File: src/rtl/alu_issuer_pkg.sv
// Shared types for the ALU op issuer: command op codes, FSM state encodings
// and a decoder from op code to the one-hot {div, mul, sub, add} request lines.
package alu_issuer_pkg;

  typedef enum logic [1:0] {
    OP_ADD = 2'b00,
    OP_SUB = 2'b01,
    OP_MUL = 2'b10,
    OP_DIV = 2'b11
  } op_e;

  typedef enum logic [1:0] {
    S_IDLE  = 2'b00,
    S_ISSUE = 2'b01,
    S_RESP  = 2'b10
  } state_e;

  // Returns {div, mul, sub, add} with exactly one bit set.
  function automatic logic [3:0] op_onehot(input op_e op);
    logic [3:0] oh;
    case (op)
      OP_ADD:  oh = 4'b0001;
      OP_SUB:  oh = 4'b0010;
      OP_MUL:  oh = 4'b0100;
      default: oh = 4'b1000;
    endcase
    return oh;
  endfunction

endpackage

File: src/rtl/alu_cmd_fifo.sv
// Synchronous command FIFO. Pointers carry one extra wrap bit so that
// full (same index, different lap) and empty (identical pointers) are
// distinguishable. Push on full and pop on empty are ignored.
module alu_cmd_fifo
  import alu_issuer_pkg::*;
#(
  parameter int WIDTH = 22,
  parameter int DEPTH = 2
) (
  input  logic             clk,
  input  logic             rst_n,
  input  logic             push,
  input  logic [WIDTH-1:0] push_data,
  input  logic             pop,
  output logic [WIDTH-1:0] pop_data,
  output logic             full,
  output logic             empty
);

  localparam int AW = $clog2(DEPTH);

  logic [WIDTH-1:0] mem [DEPTH];
  logic [AW:0]      wr_ptr;
  logic [AW:0]      rd_ptr;
  logic             do_push;
  logic             do_pop;

  assign do_push  = push && !full;
  assign do_pop   = pop && !empty;
  assign empty    = (wr_ptr == rd_ptr);
  assign full     = (wr_ptr[AW] != rd_ptr[AW]) && (wr_ptr[AW-1:0] == rd_ptr[AW-1:0]);
  assign pop_data = mem[rd_ptr[AW-1:0]];

  // Storage write; contents need no reset since pointers define validity.
  always_ff @(posedge clk) begin
    if (do_push) mem[wr_ptr[AW-1:0]] <= push_data;
  end

  // Pointer advance; push and pop may happen together at any fill level.
  always_ff @(posedge clk or negedge rst_n) begin
    if (!rst_n) begin
      wr_ptr <= '0;
      rd_ptr <= '0;
    end else begin
      if (do_push) wr_ptr <= wr_ptr + (AW+1)'(1);
      if (do_pop)  rd_ptr <= rd_ptr + (AW+1)'(1);
    end
  end

endmodule

File: src/rtl/alu_op_issuer.sv
// Requester-side master for the sequential ALU. Buffers upstream commands,
// issues one ALU op at a time with operands and one-hot op lines held until
// accept, and returns {q, ovf} in command order downstream.
// Optional ISSUE watchdog enabled by defining ALU_ISSUER_TIMEOUT_EN.
module alu_op_issuer
  import alu_issuer_pkg::*;
#(
  parameter int DATA_WIDTH     = 10,
  parameter int CMD_DEPTH      = 2,
  parameter int TIMEOUT_CYCLES = 64
) (
  input  logic                  i_clk,
  input  logic                  i_nrst,
  input  logic                  i_cmd_valid,
  input  logic [1:0]            i_cmd_op,
  input  logic [DATA_WIDTH-1:0] i_cmd_a,
  input  logic [DATA_WIDTH-1:0] i_cmd_b,
  output logic                  o_cmd_ready,
  output logic [DATA_WIDTH-1:0] o_a,
  output logic [DATA_WIDTH-1:0] o_b,
  output logic                  o_add,
  output logic                  o_sub,
  output logic                  o_mul,
  output logic                  o_div,
  input  logic [DATA_WIDTH-1:0] i_q,
  input  logic                  i_ovf,
  input  logic                  i_accept,
  output logic                  o_rsp_valid,
  output logic [DATA_WIDTH-1:0] o_rsp_q,
  output logic                  o_rsp_ovf,
  input  logic                  i_rsp_ready,
  output logic                  o_timeout
);

  localparam int CMD_W = 2*DATA_WIDTH + 2;

  state_e                state;
  state_e                state_next;
  logic                  fifo_full;
  logic                  fifo_empty;
  logic                  push;
  logic                  pop;
  logic [CMD_W-1:0]      push_data;
  logic [CMD_W-1:0]      pop_data;
  op_e                   op_reg;
  logic [DATA_WIDTH-1:0] a_reg;
  logic [DATA_WIDTH-1:0] b_reg;
  logic [DATA_WIDTH-1:0] rsp_q_reg;
  logic                  rsp_ovf_reg;
  logic                  accept_ok;
  logic                  expire;

  assign o_cmd_ready = !fifo_full;
  assign push        = i_cmd_valid && !fifo_full;
  assign push_data   = {i_cmd_op, i_cmd_a, i_cmd_b};
  assign pop         = (state == S_IDLE) && !fifo_empty;
  assign accept_ok   = (state == S_ISSUE) && i_accept;

  alu_cmd_fifo #(
    .WIDTH (CMD_W),
    .DEPTH (CMD_DEPTH)
  ) u_fifo (
    .clk       (i_clk),
    .rst_n     (i_nrst),
    .push      (push),
    .push_data (push_data),
    .pop       (pop),
    .pop_data  (pop_data),
    .full      (fifo_full),
    .empty     (fifo_empty)
  );

`ifdef ALU_ISSUER_TIMEOUT_EN
  localparam int TW = $clog2(TIMEOUT_CYCLES + 1);

  logic [TW-1:0] wait_cnt;
  logic          timeout_reg;

  // A same-cycle accept takes priority over expiry.
  assign expire    = (state == S_ISSUE) && !i_accept &&
                     (wait_cnt == TW'(TIMEOUT_CYCLES - 1));
  assign o_timeout = timeout_reg;

  // Wait counter is zero on ISSUE entry and counts every ISSUE cycle; the flag is sticky.
  always_ff @(posedge i_clk or negedge i_nrst) begin
    if (!i_nrst) begin
      wait_cnt    <= '0;
      timeout_reg <= 1'b0;
    end else begin
      if (state != S_ISSUE) wait_cnt <= '0;
      else                  wait_cnt <= wait_cnt + TW'(1);
      if (expire) timeout_reg <= 1'b1;
    end
  end
`else
  logic [31:0] unused_timeout_cycles;

  assign unused_timeout_cycles = TIMEOUT_CYCLES;
  assign expire                = 1'b0;
  assign o_timeout             = 1'b0;
`endif

  // State register.
  always_ff @(posedge i_clk or negedge i_nrst) begin
    if (!i_nrst) state <= S_IDLE;
    else         state <= state_next;
  end

  // Next-state logic: IDLE pops, ISSUE waits for accept (or expiry), RESP waits for drain.
  always_comb begin
    state_next = state;
    case (state)
      S_IDLE:  if (pop) state_next = S_ISSUE;
      S_ISSUE: if (accept_ok || expire) state_next = S_RESP;
      S_RESP:  if (i_rsp_ready) state_next = S_IDLE;
      default: state_next = S_IDLE;
    endcase
  end

  // Outputs: op lines only while issuing, response valid only in RESP.
  always_comb begin
    {o_div, o_mul, o_sub, o_add} = 4'b0000;
    if (state == S_ISSUE) {o_div, o_mul, o_sub, o_add} = op_onehot(op_reg);
    o_rsp_valid = (state == S_RESP);
  end

  // Operand capture on pop and response capture on accept or timeout abort.
  always_ff @(posedge i_clk or negedge i_nrst) begin
    if (!i_nrst) begin
      op_reg      <= OP_ADD;
      a_reg       <= '0;
      b_reg       <= '0;
      rsp_q_reg   <= '0;
      rsp_ovf_reg <= 1'b0;
    end else begin
      if (pop) begin
        op_reg <= op_e'(pop_data[CMD_W-1 -: 2]);
        a_reg  <= pop_data[2*DATA_WIDTH-1 -: DATA_WIDTH];
        b_reg  <= pop_data[DATA_WIDTH-1:0];
      end
      if (accept_ok) begin
        rsp_q_reg   <= i_q;
        rsp_ovf_reg <= i_ovf;
      end else if (expire) begin
        rsp_q_reg   <= '0;
        rsp_ovf_reg <= 1'b1;
      end
    end
  end

  assign o_a       = a_reg;
  assign o_b       = b_reg;
  assign o_rsp_q   = rsp_q_reg;
  assign o_rsp_ovf = rsp_ovf_reg;

endmodule
File: config.mk
export PLATFORM = sky130hd
export DESIGN_NAME = alu_op_issuer
export DESIGN_NICKNAME = d
export VERILOG_FILES = /design/src/rtl/alu_issuer_pkg.sv /design/src/rtl/alu_cmd_fifo.sv /design/src/rtl/alu_op_issuer.sv
export SDC_FILE = /design/constraint.sdc
export NUM_CORES = 1
export LEC_CHECK = 0
export ABC_AREA = 0
export ABC_CLOCK_PERIOD_IN_PS = 7300
export CORE_MARGIN = 4
export CORE_UTILIZATION = 50
export CTS_CLUSTER_SIZE = 12
export DETAILED_ROUTE_END_ITERATION = 16
export DONT_BUFFER_PORTS = 1
export SYNTH_ARGS = -nofsm -noshare
export SYNTH_HDL_FRONTEND = slang
export SYNTH_HIERARCHICAL = 1
export SYNTH_SLANG_ARGS = --single-unit
File: constraint.sdc
create_clock -name i_clk -period 7.3 [get_ports i_clk]
set_input_delay 1.46 -clock i_clk [delete_from_list [all_inputs] [get_ports i_clk]]
set_output_delay 1.46 -clock i_clk [all_outputs]
set_load 0.05 [all_outputs]
==> impl_metrics.env <==
export IMPL_status="completed"
export IMPL_cts_made_buffers=9
export IMPL_synth_nets=220
export IMPL_drc=0
export IMPL_fp_coreArea_mm2=0.00631
export IMPL_slew_headroom_pct=17.6
export IMPL_maxSlewViolCount=0
export IMPL_cts_root_buf="clkbuf_8"
export IMPL_cts_resized=0
export IMPL_postCtsHoldBufs=0
export IMPL_via_per_inst=5.51
export IMPL_dieArea_mm2=0.00786
export IMPL_antenna_found_initial=0
export IMPL_worstSetupPathType="flip-flop to primary output"
export IMPL_min_path_type="flip-flop to flip-flop"
export IMPL_grt_pass1_vias=1617
export IMPL_ios=76
export IMPL_dpl_cell_count=254
export IMPL_wl_um=5410
export IMPL_nets=226
export IMPL_die_y_um=88.6
export IMPL_hold_depth=2
export IMPL_required_ns=5.84
export IMPL_grt_pass1_wl_um=8290
export IMPL_synthesis_area_mm2=0.00325
export IMPL_syn2layout_area_growth_pct=8.08
export IMPL_drt_iter0_markers=33
export IMPL_grt_max_degree=40
export IMPL_grt_overflow_total=0
export IMPL_grt_total_usage_pct=14.7
export IMPL_vias=1489
export IMPL_clockBufferDepth=2
export IMPL_synth_area_mux_share_pct=19.7
export IMPL_n_antenna_cell=0
export IMPL_finalClockSkew_ns=0.00761
export IMPL_worst_pin_slew_ns=1.23
export IMPL_cts_sinks=83
export IMPL_period_share_pct=49.5
export IMPL_fmax_ghz=0.277
export IMPL_die_x_um=88.6
export IMPL_synthXorXnorAreaFrac_pct=1.04
export IMPL_drive_above_1_share_pct=40.9
export IMPL_port_buffers=0
export IMPL_rrSetupSlack_ns=4.29
export IMPL_r2r_end="o_b[8]"
export IMPL_rr_worst_depth=4
export IMPL_timing_rr_start="u_fifo/rd_ptr[0]"
export IMPL_wl_per_cell_um=20.0
export IMPL_hp_start="u_fifo/mem[0][8]"
export IMPL_yosysUniqueCellTypes=32
export IMPL_ys_ff_latch=83
export IMPL_cp_max_fo=29
export IMPL_clkLatencyLatePin_ns=0.33
export IMPL_clk_pin_slew_worst_paths_ns=0.08
export IMPL_gp_congestion=0.731
export IMPL_dpl_instance_area_mm2=0.00331
export IMPL_syn_area_per_cell_um2=17.9
export IMPL_holdPathEnd="o_b[8]"
export IMPL_synth_simple_gate_area_share_pct=4.08
export IMPL_synthAdderAreaFrac_pct=0
export IMPL_drtAntennaViolNets=0
export IMPL_cts_max_level=3
export IMPL_maxCapViolations=0
export IMPL_dpl_hpwl_um=3510
export IMPL_cp_end_kind="primary output"
export IMPL_drtPass1Iterations=3
export IMPL_synth_top_family_by_area="multiplexers"
export IMPL_instances_no_fill=270
export IMPL_start_kind="flip-flop"
export IMPL_num_rows=29
export IMPL_fin_tns_setup_ns=0
export IMPL_stdcell_area_mm2=0.00351
export IMPL_start_util_pct=51.5
export IMPL_post_cts_buffers=0
export IMPL_synth_compound_area_share_pct=2.00
export IMPL_worstPathArrival_ns=2.15
export IMPL_setup_viol=0
export IMPL_period_needed_ns=3.61
export IMPL_hold_violations=0
export IMPL_hold_ws_ns=0.594
export IMPL_cts_tree="yes"
export IMPL_rsz0062_at_grt="no"
export IMPL_yosysSeqAreaShare_pct=70.7
export IMPL_ys_warn_count=6
export IMPL_largest_reg_flops=44
export IMPL_syn_inst=182
layout by cell type, fill, tap and decap left out, types with 2 or more instances in the layout:
cell,instances
a21oi_1,2
dfrtp_1,39
clkbuf_8,11
mux2_2,48
buf_4,3
clkinv_2,2
edfxtp_1,44
mux2_1,8
a21oi_2,2
and4bb_2,2
o21ai_1,3
nor2_1,4
nand2_1,2
inv_1,2
cell families after synthesis:
logic type | Yosys count
AND/OR/NAND/NOR | 17
flip-flops | 83
multiplexers | 57
XOR/XNOR | 3
other | 1
buffers and inverters | 10
AO/OA/AOI/OAI | 11
layer usage:
layer / global-route usage, % / up-vias / wire (um)
li1: - / 685 / -
met3: 6.33 / 5 / 432
met4: 7.42 / 0 / 57
met1: 16.7 / 760 / 2050
met5: 0 / - / 0
met2: 23.8 / 39 / 2870
synth_stat cells:
| master | n | area share [%] |
|---|---|---|
| a211oi_1 | 1 | 0.23 |
| a21boi_1 | 1 | 0.23 |
| a21oi_1 | 3 | 0.46 |
| a21oi_2 | 1 | 0.27 |
| a31oi_1 | 1 | 0.19 |
| and2b_2 | 1 | 0.27 |
| and4b_2 | 1 | 0.35 |
| and4bb_2 | 2 | 0.77 |
| buf_2 | 2 | 0.31 |
| buf_4 | 2 | 0.46 |
| buf_6 | 4 | 1.4 |
| conb_1 | 1 | 0.12 |
| dfrtp_1 | 39 | 30 |
| edfxtp_1 | 44 | 41 |
| inv_1 | 2 | 0.23 |
| mux2_1 | 8 | 2.8 |
| mux2_2 | 48 | 17 |
| mux2i_1 | 1 | 0.31 |
| nand2_1 | 2 | 0.23 |
| nand3b_2 | 1 | 0.35 |
| nor2_1 | 4 | 0.46 |
| nor2b_1 | 1 | 0.19 |
| nor3_4 | 1 | 0.50 |
| nor3b_1 | 1 | 0.23 |
| nor4b_1 | 1 | 0.27 |
| o21ai_0 | 1 | 0.15 |
| o21ai_1 | 3 | 0.46 |
| or2_2 | 1 | 0.19 |
| or2b_2 | 1 | 0.27 |
| xnor2_1 | 1 | 0.27 |
| xor2_1 | 1 | 0.27 |
| xor2_2 | 1 | 0.50 |
area by class of cell:
type                            instances  area (um^2)
Fill cell                             507         2800
Sequential cell                        83         2300
Multi-Input combinational cell         89          891
Clock buffer                           13          180
Tap cell                               77         96.3
Timing Repair Buffer                    3         22.5
Clock inverter                          3         18.8
Inverter                                2         7.51
metrics by stage:
| stage | util (%) | worst slack [ns] |
|---|---|---|
| finish | 55.6 | 3.69 |
| CTS | 55.6 | 3.62 |
| global route | 55.6 | 3.51 |
| floorplan | - | 3.48 |
| detailed placement | 52.5 | 4.00 |
| global placement | 52.5 | 4.04 |
worst max path at each step:
| stage | cells past startpoint | from | slack (ns) | endpoint |
|---|---|---|---|---|
| after floorplan | 2 | i_cmd_valid | 3.48 | u_fifo/mem[0][0] |
| after CTS | 3 | u_fifo/rd_ptr[0] | 3.62 | o_cmd_ready |
| after global routing | 3 | u_fifo/rd_ptr[0] | 3.51 | o_cmd_ready |
| after global placement | 3 | u_fifo/rd_ptr[0] | 4.04 | o_cmd_ready |
| after detailed placement | 3 | u_fifo/rd_ptr[0] | 4.00 | o_cmd_ready |
| final | 3 | u_fifo/rd_ptr[0] | 3.69 | o_cmd_ready |
critical path, stage by stage (launching register included):
cell	delay [ns]
dfrtp_1	1.16
xor2_1	0.24
nor2_1	0.08
inv_1	0.33
Power is left out: the tool's default activity adds up to more than one toggle a clock period on the data nets, which glitch-free logic cannot reach.
